==> config.mk <==
export PLATFORM = sky130hd
export DESIGN_NAME = video_ppi_flat
export DESIGN_NICKNAME = d
export VERILOG_FILES = /design/src/rtl/video_ppi_if.sv /design/src/rtl/video_ppi.sv /design/src/flat_wrapper.sv
export SDC_FILE = /design/constraint.sdc
export NUM_CORES = 1
export LEC_CHECK = 0
export BUFFER_PORTS_ARGS = -buffer_cell sky130_fd_sc_hd__buf_2
export CAP_MARGIN = 20
export CORE_MARGIN = 8
export CORE_UTILIZATION = 40
export DETAILED_ROUTE_END_ITERATION = 10
export PLACE_DENSITY = 0.66
export SETUP_SLACK_MARGIN = 0.15
export SLEW_MARGIN = 30
export SYNTH_ARGS = -nofsm -noshare
export SYNTH_HDL_FRONTEND = slang
export SYNTH_SLANG_ARGS = --single-unit
==> constraint.sdc <==
create_clock -name clk_sys -period 1.9 [get_ports clk_sys]
set_clock_uncertainty 0.1 [all_clocks]
set_input_delay 0.095 -clock clk_sys [delete_from_list [all_inputs] [get_ports clk_sys]]
set_output_delay 0.095 -clock clk_sys [all_outputs]
set_load 0.005 [all_outputs]
==> src/rtl/video_ppi_if.sv <==
// CPU I/O bus between the Z80/8080 core and the video PPI stage.
// The master drives the address, write data and strobes; the slave returns registered read data.
interface video_ppi_if;
    logic [7:0] io_addr;
    logic [7:0] io_din;
    logic       io_wr;
    logic       io_rd;
    logic [7:0] io_dout;

    modport master (output io_addr, output io_din, output io_wr, output io_rd, input io_dout);
    modport slave  (input io_addr, input io_din, input io_wr, input io_rd, output io_dout);
endinterface

==> src/rtl/video_ppi.sv <==
// Mode-0 8255-style PPI feeding scroll/border/mode512 to the display block,
// plus a palette-port write strobe retimed onto the 12 MHz pixel enable.
module video_ppi #(
    parameter int unsigned PAL_HOLD = 4,
    parameter logic [7:0]  PAL_PORT = 8'h0C
) (
    input  logic        clk_sys,
    input  logic        reset_n,
    input  logic        ce_12mp,
    video_ppi_if.slave  io,
    input  logic [7:0]  pa_in,
    input  logic [7:0]  pb_in,
    input  logic [7:0]  pc_in,
    output logic [7:0]  pc_out,
    output logic [7:0]  scroll,
    output logic [3:0]  border,
    output logic        mode512,
    output logic        pal_we,
    output logic [7:0]  pal_data
);

    typedef enum logic [1:0] {S_IDLE, S_ARM, S_HOLD, S_GAP} pal_state_t;

    localparam logic [3:0] HOLD_LOAD = 4'(PAL_HOLD - 1);

    logic [7:0] ctrl;
    logic [7:0] a_lat;
    logic [7:0] b_lat;
    logic [7:0] c_lat;
    logic [7:0] dout_q;
    logic       ppi_sel;
    logic       pal_wr;
    logic       a_in;
    logic       b_in;
    logic       cu_in;
    logic       cl_in;
    logic [7:0] a_pin;
    logic [7:0] b_pin;
    logic [7:0] c_pin;
    logic [7:0] rd_val;
    logic       ctrl_unused;

    pal_state_t state;
    pal_state_t state_n;
    logic [3:0] cnt;
    logic [3:0] cnt_n;
    logic       we_n;
    logic [7:0] data_n;

    assign ppi_sel = (io.io_addr[7:2] == 6'd0);
    assign pal_wr  = io.io_wr && (io.io_addr == PAL_PORT);

    assign a_in  = ctrl[4];
    assign b_in  = ctrl[1];
    assign cu_in = ctrl[3];
    assign cl_in = ctrl[0];

    // Mode-select bits are retained in ctrl but never alter behaviour.
    assign ctrl_unused = ^{ctrl[7:5], ctrl[2]};

    assign a_pin = a_in ? 8'hFF : a_lat;
    assign b_pin = b_in ? 8'hFF : b_lat;
    assign c_pin = {cu_in ? 4'hF : c_lat[7:4], cl_in ? 4'hF : c_lat[3:0]};

    assign scroll     = a_pin;
    assign border     = b_pin[3:0];
    assign mode512    = b_pin[4];
    assign pc_out     = c_pin;
    assign io.io_dout = dout_q;

    always_comb begin
        rd_val = 8'hFF;
        unique case (io.io_addr[1:0])
            2'd0: rd_val = 8'hFF;
            2'd1: rd_val = {cu_in ? pc_in[7:4] : c_lat[7:4], cl_in ? pc_in[3:0] : c_lat[3:0]};
            2'd2: rd_val = b_in ? pb_in : b_lat;
            2'd3: rd_val = a_in ? pa_in : a_lat;
            default: rd_val = 8'hFF;
        endcase
    end

    always_ff @(posedge clk_sys or negedge reset_n) begin
        if (!reset_n) begin
            ctrl   <= 8'h9B;
            a_lat  <= '0;
            b_lat  <= '0;
            c_lat  <= '0;
            dout_q <= '0;
        end else begin
            if (io.io_wr && ppi_sel) begin
                unique case (io.io_addr[1:0])
                    2'd0: begin
                        if (io.io_din[7]) begin
                            ctrl  <= io.io_din;
                            a_lat <= '0;
                            b_lat <= '0;
                            c_lat <= '0;
                        end else begin
                            c_lat[io.io_din[3:1]] <= io.io_din[0];
                        end
                    end
                    2'd1: c_lat <= io.io_din;
                    2'd2: b_lat <= io.io_din;
                    2'd3: a_lat <= io.io_din;
                    default: ;
                endcase
            end
            if (io.io_rd && ppi_sel) begin
                dout_q <= rd_val;
            end
        end
    end

    always_ff @(posedge clk_sys or negedge reset_n) begin
        if (!reset_n) begin
            state    <= S_IDLE;
            cnt      <= '0;
            pal_we   <= 1'b0;
            pal_data <= '0;
        end else begin
            state    <= state_n;
            cnt      <= cnt_n;
            pal_we   <= we_n;
            pal_data <= data_n;
        end
    end

    // A write during HOLD cuts the strobe and forces one low pixel tick so the display sees a new edge.
    always_comb begin
        state_n = state;
        cnt_n   = cnt;
        we_n    = pal_we;
        data_n  = pal_data;
        unique case (state)
            S_IDLE: begin
                if (pal_wr) begin
                    data_n  = io.io_din;
                    state_n = S_ARM;
                end
            end
            S_ARM: begin
                if (pal_wr) begin
                    data_n = io.io_din;
                end
                if (ce_12mp) begin
                    we_n    = 1'b1;
                    cnt_n   = HOLD_LOAD;
                    state_n = S_HOLD;
                end
            end
            S_HOLD: begin
                if (pal_wr) begin
                    data_n  = io.io_din;
                    we_n    = 1'b0;
                    state_n = S_GAP;
                end else if (ce_12mp) begin
                    if (cnt == 4'd0) begin
                        we_n    = 1'b0;
                        state_n = S_IDLE;
                    end else begin
                        cnt_n = cnt - 4'd1;
                    end
                end
            end
            S_GAP: begin
                if (pal_wr) begin
                    data_n = io.io_din;
                end
                if (ce_12mp) begin
                    state_n = S_ARM;
                end
            end
            default: state_n = S_IDLE;
        endcase
    end

endmodule

==> src/flat_wrapper.sv <==
// flat-port wrapper written by rule: the top's interface ports become plain ports
module video_ppi_flat 
#(
    parameter int unsigned PAL_HOLD = 4,
    parameter logic [7:0]  PAL_PORT = 8'h0C
)
  (clk_sys, reset_n, ce_12mp, pa_in, pb_in, pc_in, pc_out, scroll, border, mode512, pal_we, pal_data, io_io_addr, io_io_din, io_io_wr, io_io_rd, io_io_dout);
  video_ppi_if io_i ();
  input  logic clk_sys;
  input  logic reset_n;
  input  logic ce_12mp;
  input  logic [7:0] pa_in;
  input  logic [7:0] pb_in;
  input  logic [7:0] pc_in;
  output logic [7:0] pc_out;
  output logic [7:0] scroll;
  output logic [3:0] border;
  output logic mode512;
  output logic pal_we;
  output logic [7:0] pal_data;
  input wire logic [$bits(io_i.io_addr)-1:0] io_io_addr;
  input wire logic [$bits(io_i.io_din)-1:0] io_io_din;
  input wire logic [$bits(io_i.io_wr)-1:0] io_io_wr;
  input wire logic [$bits(io_i.io_rd)-1:0] io_io_rd;
  output wire logic [$bits(io_i.io_dout)-1:0] io_io_dout;
  assign io_i.io_addr = io_io_addr;
  assign io_i.io_din = io_io_din;
  assign io_i.io_wr = io_io_wr;
  assign io_i.io_rd = io_io_rd;
  assign io_io_dout = io_i.io_dout;
  video_ppi #(.PAL_HOLD(PAL_HOLD), .PAL_PORT(PAL_PORT)) u_core (.clk_sys(clk_sys), .reset_n(reset_n), .ce_12mp(ce_12mp), .io(io_i), .pa_in(pa_in), .pb_in(pb_in), .pc_in(pc_in), .pc_out(pc_out), .scroll(scroll), .border(border), .mode512(mode512), .pal_we(pal_we), .pal_data(pal_data));
endmodule
== After elaboration in Yosys (flattened, before gate mapping) ==
Index checks and enable logic that the tools add are counted.

* Output and inout port bits: 38
* Input port bits: 45
* Register bits: 52

* Order comparisons: 2
* Equal/unequal tests: 17
* $add $sub $neg: 1
* Reduce and logical (&&, ||, !) cells: 20
* Muxes and demuxes: 36

{| class="wikitable"
|+ Operator list
! kind !! number
|-
| $mux W8 || 7
|-
| $pmux W8 S2 || 3
|-
| $mux W4 || 8
|-
| $pmux W8 S4 || 1
|-
| $mux W2 || 6
|-
| $ne A2 B2 Y1 const B || 6
|-
| $reduce_and A5 Y1 || 2
|-
| $reduce_and A3 Y1 || 3
|-
| $bwmux W8 || 1
|-
| $eq A2 B2 Y1 const B || 4
|-
| $eq A8 B4 Y1 const B || 1
|-
| $pmux W2 S4 || 1
|-
| $pmux W4 S2 || 1
|-
| $reduce_bool A2 Y1 || 4
|-
| $logic_not A6 Y1 || 1
|-
| $mux W1 || 5
|-
| $mux W5 || 1
|-
| $eq A2 B1 Y1 const B || 2
|-
| $logic_and A1 B1 Y1 || 4
|-
| $logic_not A2 Y1 || 2
|-
| $logic_not A4 Y1 || 1
|-
| $lt A3 B4 Y1 const B || 1
|-
| $ne A2 B1 Y1 const B || 2
|-
| $reduce_and A4 Y1 || 1
|-
| 8 further kinds || 8
|}

== Depth between registers and ports, before layout ==
Gate-level depths: netlist of run 1.

* Depth in word-level cells: 7
* Mapped depth: 7

== Worst setup path before layout of run 1 ==
Ideal clock, no wire load.

* Kind: register -> register
* Start point: reg u_core.state[0]
* End point: reg u_core.pal_data[0]
* Data arrival time: 1569 ps
* Required time: 1675 ps
* Cell stages (with the launch flop): 7
* Setup slack: 106 ps
* Period minus slack after synthesis: 1794 ps
* Path through: dfrtp_1 -> inv_1 -> ha_1 -> clkbuf_1 -> nor2_1 -> a21oi_4 -> mux2_2

* Word-level cells in the longest chain between the ends: 3
* Elaborated cells on any way between the ends: 6

{| class="wikitable"
|+ RTL lines
! element !! RTL line !! text
|-
| start: declaration || video_ppi.sv:43 || <nowiki>pal_state_t state;</nowiki>
|-
| start signal: assignment || video_ppi.sv:121 || <nowiki>state <= state_n;</nowiki>
|-
| $eq A2 B1 Y1 (tied with other cells) || video_ppi.sv:134 || <nowiki>unique case (state)</nowiki>
|-
| $reduce_or A4 Y1 (no source line) * || - ||
|-
| $ne A2 B1 Y1 (no source line) * || - ||
|-
| end signal: assignment || video_ppi.sv:124 || <nowiki>pal_data <= data_n;</nowiki>
|-
| end: declaration || video_ppi.sv:19 || <nowiki>output logic [7:0] pal_data</nowiki>
|}

Mark *: on every way between the ends. The rest lies on a longest branch, timed or not.
A chain may end at the register's enable or synchronous reset.

== Final worst setup path of run 1 ==
* Start point: reg u_core.state[1]
* End point: reg u_core.pal_data[3]

The elaborated chain is that of the path after synthesis.

==> results.toml, run 1 <==
[run_status]
status = "finished, final reports clean"

[placed_design]
gp_congestion = 0.8172
dp_cells = 489
dpl_worst_slack_ps = 216.5
dpl.hpwl_mm = 6.669
io_buffer_count = 82
placed_area_mm2 = 0.003563

[sta]
period_share_pct = 87.57
holdWs_ps = 22.15
worst_pin_slew_ps = 630.4
hold_violations = 0
rsz0062_at_grt = "yes"
period_minus_slack_ps = 1664
fin_setup_tns_ps = 0
max_slew_margin_pct = 57.98
slew_violations = 0
worst_slack_ps = 236.2
setup_viol = 0
fmax_mhz = 601.0

[yosys]
synthCells = 316
synth_compound_area_share_pct = 18.03
synthesis.nets = 367
yosysMostFrequentCell = "dfrtp_1"
synth_top_cell_area_share_pct = 38.60
synthTopCellsByCount = "dfrtp_1, nand2_1, a21oi_1"
synth_flop_cell = "dfrtp_1"
yosysTopAreaCell = "dfrtp_1"
synth_fa_ha_area_share_pct = 2.464
ys_seq_area_share_pct = 42.05
synthMuxAreaShare_pct = 8.871
synthArstFlopShare_pct = 100.0
ys_seq_elements = 51
yosysWarnings = 0
synth.area.top_cells = "dfrtp_1, mux2_2, or2_2"
synth_edf_count = 0
synth_area_mm2 = 0.003047
synth_top_family_by_area = "simple AND/OR/NAND/NOR gates"
post_synth_xor_area_fraction_pct = 0
syn_area_per_cell_um2 = 9.641
synth_cell_type_count = 56
synth-simple-area-share_pct = 24.44

[layout]
drive_above_1_share_pct = 38.50
stdcell_area_mm2 = 0.003729
num-fill-cells = 733
fin_cells = 502
layout.area.seq_mm2 = 0.001285
finish.utilization_pct = 49.27
multi_input_comb_area_mm2 = 0.001657
n_antenna_cell = 0
fin_nets = 450
area_delta_synth_final_pct = 22.38

[power_and_ir_drop]
p_leak_nw = 1.907
vdd_ir_drop_max_v = 0.0007716
p_per_area_mw_per_mm2 = 824.3
finalPower_mw = 3.074

[global_routing]
grt.met1_usage_pct = 23.70
grt_max_degree = 28
top_usage_layer = "met2"
met3_usage_pct = 3.681
grtUsageTotal_pct = 17.31
grt_pass1_wl_mm = 14.13
use_met2_pct = 26.85
overflow = 0
grt_pass1_vias = 2766
antenna_found_initial = 0

[route]
drtIter0Drc = 134
routed_wl_mm = 8.838
post_drt_wl_per_cell_um = 17.61
drc_errors = 0
num_vias = 2737
ant_nets = 0
dr.pass1.iters = 4
via_per_inst = 5.452

[cts]
clkLatencyLatePin_ps = 310
cts_buffers = 5
root_buffer = "clkbuf_8"
htree_levels = 2
ctsLongestPathBuffers = 2
cts_sinks = 51
clk_pin_slew_worst_paths_ps = 90
cts_tree = "yes"

[job]
maxCapViolCount = 0

[worst_setup_path]
crit_family = "flip-flops"
cp_data_required_time_ps = 2000
worstSetupPathType = "reg -> reg"
cp_max_fo = 8
slowest_stage = "dfrtp_1"
arrival_ps = 1760
cp_slowest_stage_delay_ps = 420
crit_path_start_kind = "flop"
endpoint_kind = "flop"
path_cells = "inv_1 > ha_2 > nor2_1 > a21oi_4 > mux2_2"
cp.buffers_inverters = 1

[die]
initial_utilization_pct = 40.26
die_height_um = 103.3
io-pin-count = 83
die_width_um = 103.3
coreArea_mm2 = 0.007567
rows = 32
die_area_mm2 = 0.01067

[worst_hold_path]
min_path_type = "in -> reg"
==> repair_timing <==
| action | CTS | global route |
|---|---|---|
| endpoints found under the hold margin | 24 | 0 |
| hold buffers | 4 | 0 |
| setup endpoints to repair | 0 | 11 |
| setup buffers | 0 | 1 |
| resized for setup | 0 | 7 |
==> metal layers <==
| metal | part of all wire (%) | vias to the layer above | routed length (um) |
|---|---|---|---|
| li1 | - | 1307 | - |
| met1 | 46 | 1323 | 4051 |
| met2 | 45 | 97 | 3964 |
| met3 | 7.8 | 10 | 687 |
| met4 | 1.5 | 0 | 135 |
| met5 | 0 | - | 0 |
==> worst paths after layout <==
check                                            start                              to  slack (ps)  depth (start not counted)
max                        u_core.state[1]$_DFFE_PN0P_  u_core.pal_data[3]$_DFFE_PN0P_         240                          5
min                                       io_io_din[0]     u_core.a_lat[0]$_DFFE_PN0P_          20                          3
max reg2reg                u_core.state[1]$_DFFE_PN0P_  u_core.pal_data[3]$_DFFE_PN0P_         240                          5
min reg2reg                u_core.a_lat[3]$_DFFE_PN0P_     u_core.a_lat[3]$_DFFE_PN0P_         370                          2
max in group asynchronous                      reset_n       u_core.pal_we$_DFFE_PN0P_         790                          3
min in group asynchronous                      reset_n     u_core.a_lat[5]$_DFFE_PN0P_         230                          2
==> sequential cells by signal, summed over array words and instances (netlist names) <==
signal,flops
u_core.a_lat,8
u_core.b_lat,8
u_core.c_lat,8
u_core.cnt,4
u_core.ctrl,4
u_core.io.io_dout,8
u_core.pal_data,8
u_core.pal_we,1
u_core.state,2
==> logic make-up (layout without fill, tap and decap cells) <==
kind of cell               Yosys count  after routing
and+or+nand+nor                    126            126
AOI/OAI and AO/OA                   79             79
DFF                                 51             51
buffers and inverters               29            113
muxes                               25             25
adders and majority gates            6              6
==> placed cells by master, fill, tap and decap left out, drive strengths merged, types with 2 or more instances in the layout <==
master,netlist,layout
a211o,4,4
a211oi,2,2
a21o,2,2
a21oi,24,24
a22o,8,8
a311oi,9,9
and2,2,2
and3,14,14
buf,11,93
clkbuf,10,6
dfrtp,47,47
dfstp,4,4
dlygate4sd3,0,4
ha,6,6
inv,8,9
mux2,16,16
mux2i,9,9
nand2,31,31
nand2b,19,19
nand3,10,10
nor2,7,7
nor2b,4,4
nor3,3,3
nor3b,3,3
nor4,2,2
o21ai,12,12
o22ai,2,2
o31ai,6,6
or2,21,21
==> worst reg2reg max path, cell delays in order (launching register included) <==
cell and delay (ps):
dfrtp_1 420, inv_1 90, ha_2 190, nor2_1 90
a21oi_4 290, mux2_2 380
==> area by class of cell <==
class / instances / share of cell area [%]
clock buffers: 6 / 2.215
clock inverters: 2 / 0.3691
inverters: 8 / 0.8054
multi-input cells: 236 / 44.43
flip-flops and latches: 51 / 34.46
well taps: 102 / 3.423
repair buffers: 97 / 14.30
==> power by group <==
group / leakage [nW] / total [mW] / internal [mW] / switching, mW
combinational: 1.20 / 1.04 / 0.525 / 0.520
clock: 0.0516 / 0.676 / 0.299 / 0.377
sequential: 0.655 / 1.35 / 1.25 / 0.101
No activity file was read; power rests on OpenSTA's default activity.
==> run 2: changes to the inputs <==
--- a/config.mk
+++ b/config.mk
@@ -11,8 +11,8 @@
 export CORE_UTILIZATION = 40
 export DETAILED_ROUTE_END_ITERATION = 10
 export PLACE_DENSITY = 0.66
+export REMOVE_ABC_BUFFERS = 1
 export SETUP_SLACK_MARGIN = 0.15
-export SLEW_MARGIN = 30
 export SYNTH_ARGS = -nofsm -noshare
 export SYNTH_HDL_FRONTEND = slang
 export SYNTH_SLANG_ARGS = --single-unit
==> results.toml, run 2 (synthesis results as in run 1) <==
[sta]
max_slew_margin_pct = 55.40
hold_violations = 0
fmax_mhz = 593.4
fin_setup_tns_ps = 0
worst_pin_slew_ps = 668.3
slew_violations = 0
setup_viol = 0
rsz0062_at_grt = "yes"
period_minus_slack_ps = 1685
period_share_pct = 88.69

[power_and_ir_drop]
switchingPower_mw = 0.9982
p_leak_nw = 1.937
clockPowerShare_pct = 27.0
p_seq_share_pct = 40.8
combPwrFrac_pct = 32.2
p_per_area_mw_per_mm2 = 866.0
swShare_pct = 30.12
vdd_ir_drop_max_v = 0.0007626
cell_internal_pwr_mw = 2.316
finalPower_mw = 3.314

[job]
maxCapViolCount = 0

[worst_setup_path]
arrival_ps = 1780
path_cells = "inv_1 > ha_2 > nor2_1 > a21oi_4 > mux2_2"
slowest_stage = "dfrtp_1"
cp_data_required_time_ps = 1990
cp_slowest_stage_delay_ps = 410
worstSetupPathType = "reg -> reg"
cp_max_fo = 8
critPathLaunch = "u_core.state[1]$_DFFE_PN0P_"
r2r_slack_ps = 210
crit_path_start_kind = "flop"
endpoint_kind = "flop"
rr_startpoint = "u_core.state[1]$_DFFE_PN0P_"

[placed_design]
io_buffer_count = 82
gp_congestion = 0.8290
dpl.hpwl_mm = 6.310
placed_area_mm2 = 0.003596
dp_cells = 490

[route]
ant_nets = 0
dr.pass1.iters = 5
num_vias = 2679
drtIter0Drc = 106
routed_wl_mm = 8.377
via_per_inst = 5.315
post_drt_wl_per_cell_um = 16.62
drc_errors = 0

[worst_hold_path]
min_path_type = "in -> reg"
holdCritStartpoint = "io_io_din[1]"

[cts]
root_buffer = "clkbuf_8"
cts_sinks = 51
ctsLongestPathBuffers = 2
clk_pin_slew_worst_paths_ps = 100
cts_buffers = 5
clkLatencyLatePin_ps = 300
cts_tree = "yes"
htree_levels = 2

[layout]
fin_nets = 452
area_delta_synth_final_pct = 25.63
stdcell_area_mm2 = 0.003827
num-fill-cells = 723
drive_above_1_share_pct = 38.81
n_antenna_cell = 0
fin_cells = 504
most-common-layout-cells = "buf_2, dfrtp_1, nand2_1, a21oi_1, or2_2"
finish.utilization_pct = 50.58
final_common_cell = "buf_2"

[die]
die_height_um = 103.3
die_width_um = 103.3
rows = 32
initial_utilization_pct = 40.26
io-pin-count = 83
coreArea_mm2 = 0.007567
die_area_mm2 = 0.01067

[global_routing]
grt_max_degree = 52
grtUsageTotal_pct = 15.92
grt_pass1_vias = 2590
overflow = 0
antenna_found_initial = 0
grt_pass1_wl_mm = 13.23

[run_status]
status = "finished, final reports clean"
[run 2: cell types whose count changed in the layout (fill, tap and decap cells not counted), sizes merged]
cell / delta
bufinv: +2
buf: +1
inv: -1
dlygate4sd3: +1
clkinv: -1
clkbuf: -1
clkinvlp: +1
[run 2: power by group through the flow]
stage / Sequential, mW / Combinational [mW] / Clock, mW
2_1_floorplan: 1.36 / 0.613 / 0
6_report: 1.35 / 1.07 / 0.895
4_1_cts: 1.35 / 1.03 / 0.917
5_1_grt: 1.37 / 1.21 / 0.951
3_5_place_dp: 1.37 / 1.02 / 0
3_3_place_gp: 1.37 / 0.985 / 0
[run 2: routing by layer]
layer	vias to the layer above	routed length, um	GRT usage (%)
met5	-	0	0
met4	0	110	4.227
met3	9	661	3.414
met2	83	3992	26.30
met1	1282	3613	20.55
li1	1305	-	-
[run 2: worst paths after layout]
kind	to	depth (start not counted)
setup / recovery	u_core.pal_data[5]$_DFFE_PN0P_	5
hold / removal	u_core.a_lat[1]$_DFFE_PN0P_	3
setup reg to reg	u_core.pal_data[5]$_DFFE_PN0P_	5
hold reg to reg	u_core.a_lat[4]$_DFFE_PN0P_	2
max in group asynchronous	u_core.ctrl[0]$_DFFE_PN1P_	3
min in group asynchronous	u_core.pal_we$_DFFE_PN0P_	3
[run 2: cell type report]
cell class                      instances  area, um2  area share, %
Tap cell                              102      127.6          3.334
Timing Repair Buffer                   99      575.6          15.04
Clock inverter                          3      67.56          1.765
Sequential cell                        51       1281          33.48
Multi-Input combinational cell        236       1677          43.81
Clock buffer                            5      68.82          1.798
Inverter                                8      30.03         0.7846
[run 2: repair_timing]
item,in CTS,in global routing
setup buffers,0,1
endpoints found under the hold margin,57,0
setup endpoints to repair,0,11
gates resized for setup,0,9
hold buffers,5,0
[run 2: through the flow]
step           hold slack, ps  setup WS [ps]
6_report                62.04          214.8
5_1_grt                 74.89          112.4
4_1_cts                 59.13          192.9
3_5_place_dp            7.865          210.7
3_3_place_gp            6.693          265.3
2_1_floorplan          -300.6          215.2
[run 2: worst max-delay path, delay by kind of cell, from the launching register on]
kind | cells | cell delay [ps]
flops | 1 | 410
mux | 1 | 370
compound gates | 1 | 290
fa+ha+maj | 1 | 200
buf+inv | 1 | 100
simple gates | 1 | 90
==> run 3: changes to the inputs <==
--- a/config.mk
+++ b/config.mk
@@ -7,11 +7,12 @@
 export LEC_CHECK = 0
 export BUFFER_PORTS_ARGS = -buffer_cell sky130_fd_sc_hd__buf_2
 export CAP_MARGIN = 20
+export CELL_PAD_IN_SITES_DETAIL_PLACEMENT = 1
+export CELL_PAD_IN_SITES_GLOBAL_PLACEMENT = 2
 export CORE_MARGIN = 8
-export CORE_UTILIZATION = 40
+export CORE_UTILIZATION = 29
 export DETAILED_ROUTE_END_ITERATION = 10
-export PLACE_DENSITY = 0.66
-export REMOVE_ABC_BUFFERS = 1
+export PLACE_DENSITY_LB_ADDON = 0.1
 export SETUP_SLACK_MARGIN = 0.15
 export SYNTH_ARGS = -nofsm -noshare
 export SYNTH_HDL_FRONTEND = slang
==> results.toml, run 3 (synthesis results as in run 1) <==
[run_status]
status = "finished, final reports clean"

[layout]
final_common_cell = "buf_2"
n_antenna_cell = 0
num-fill-cells = 1258
drive_above_1_share_pct = 39.85
multi_input_comb_area_mm2 = 0.001692
finish.utilization_pct = 37.33
layout.area.seq_mm2 = 0.001286
area_delta_synth_final_pct = 25.91
fin_nets = 455
most-common-layout-cells = "buf_2, dfrtp_1, nand2_1, a21oi_1, or2_2"

[worst_setup_path]
r2r_slack_ps = 220
arrival_ps = 1780
endpoint_kind = "flop"
worstSetupPathType = "reg -> reg"
cp_max_fo = 8
crit_path_start_kind = "flop"
critPathLaunch = "u_core.ctrl[1]$_DFFE_PN1P_"
cp_data_required_time_ps = 1990
rr_startpoint = "u_core.ctrl[1]$_DFFE_PN1P_"

[route]
dr.pass1.iters = 4
drtIter0Drc = 105
ant_nets = 0
dr_wl_met2_mm = 5.097
num_vias = 2724
routedLengthMet1_mm = 4.928
routed_wl_mm = 10.57
drc_errors = 0
via_per_inst = 5.044
highest_layer = "met4"
post_drt_wl_per_cell_um = 19.56
wl_met3_um = 450

[placed_design]
dpl_worst_slack_ps = 99.64
dpl.hpwl_mm = 8.188
io_buffer_count = 82
gp_congestion = 0.7869

[die]
initial_utilization_pct = 29.64
die_area_mm2 = 0.01404
io-pin-count = 83
rows = 37
die_width_um = 118.5
coreArea_mm2 = 0.01028
die_height_um = 118.5

[cts]
cts_buffers = 5
cts_sinks = 51
root_buffer = "clkbuf_8"
ctsLongestPathBuffers = 2
clk_pin_slew_worst_paths_ps = 100
cts_tree = "yes"
clkLatencyLatePin_ps = 310
htree_levels = 2

[global_routing]
grt_pass1_vias = 2917
antenna_found_initial = 0
grt_max_degree = 27
overflow = 0
grt_pass1_wl_mm = 16.97
grtUsageTotal_pct = 15.10

[sta]
worst_slack_ps = 218.3
fmax_mhz = 594.6
hold_violations = 0
fin_setup_tns_ps = 0
slew_violations = 0
period_share_pct = 88.51
period_minus_slack_ps = 1682
worst_pin_slew_ps = 653.2
rsz0062_at_grt = "yes"
setup_viol = 0
max_slew_margin_pct = 56.41

[power_and_ir_drop]
cell_internal_pwr_mw = 2.077
p_per_area_mw_per_mm2 = 810.3
clockPowerShare_pct = 21.2
combPwrFrac_pct = 35.1
swShare_pct = 33.18
finalPower_mw = 3.108
p_leak_nw = 1.933
p_seq_share_pct = 43.7
vdd_ir_drop_max_v = 0.0004838
switchingPower_mw = 1.031

[worst_hold_path]
min_path_type = "in -> reg"
holdCritStartpoint = "io_io_din[6]"

[job]
maxCapViolCount = 0
[run 3: per-stage QoR]
step                hold slack, ps  std cells  area (um2)
floorplan                   -300.6        316        3050
CTS                          5.632        537        3769
global placement             44.36        526        3628
finish                       1.166        540        3836
detailed placement           40.35        526        3628
global route                 7.147        540        3836
[run 3: area by class of cell]
cell class	count	area share [%]
clock buffer	6	2.153
clock inverter	1	0.1305
inverter	8	0.7828
multi-input combinational	236	44.10
sequential	51	33.53
tap	136	4.436
timing repair buffer	102	14.87
[run 3: worst max-delay path, cell delays in order, from the launching register on]
cell	delay (ps)
dfstp_4	690
buf_4	130
mux2i_1	170
a21oi_1	90
a311oi_2	270
o21ai_0	110
[run 3: final timing paths]
check / depth (start not counted) / to
min reg2reg: 2 / u_core.a_lat[3]$_DFFE_PN0P_
max reg2reg: 5 / u_core.io.io_dout[7]$_DFFE_PN0P_
max in group asynchronous: 3 / u_core.state[1]$_DFFE_PN0P_
min in group asynchronous: 2 / u_core.io.io_dout[4]$_DFFE_PN0P_
min: 3 / u_core.a_lat[6]$_DFFE_PN0P_
max: 5 / u_core.io.io_dout[7]$_DFFE_PN0P_
[run 3: routing by layer]
metal	vias to the layer above	track usage, %
met5	-	0
met4	0	3.320
met3	6	3.570
met2	59	24.51
met1	1350	19.98
li1	1309	-
[run 3: power groups by stage]
stage | registers (mW) | clock network (mW) | logic (mW)
4_1_cts | 1.36 | 0.693 | 1.06
2_1_floorplan | 1.36 | 0 | 0.643
5_1_grt | 1.38 | 0.731 | 1.22
3_5_place_dp | 1.38 | 0 | 1.05
3_3_place_gp | 1.38 | 0 | 1.02
6_report | 1.36 | 0.660 | 1.09
[run 3: repair_timing]
item                       4_1_cts  5_1_grt
buffers inserted                 0        3
setup endpoints to repair       10       15
gates resized for setup          3       11
hold buffers                     4        0
pin swaps                        1        1
hold endpoints to repair        25        0
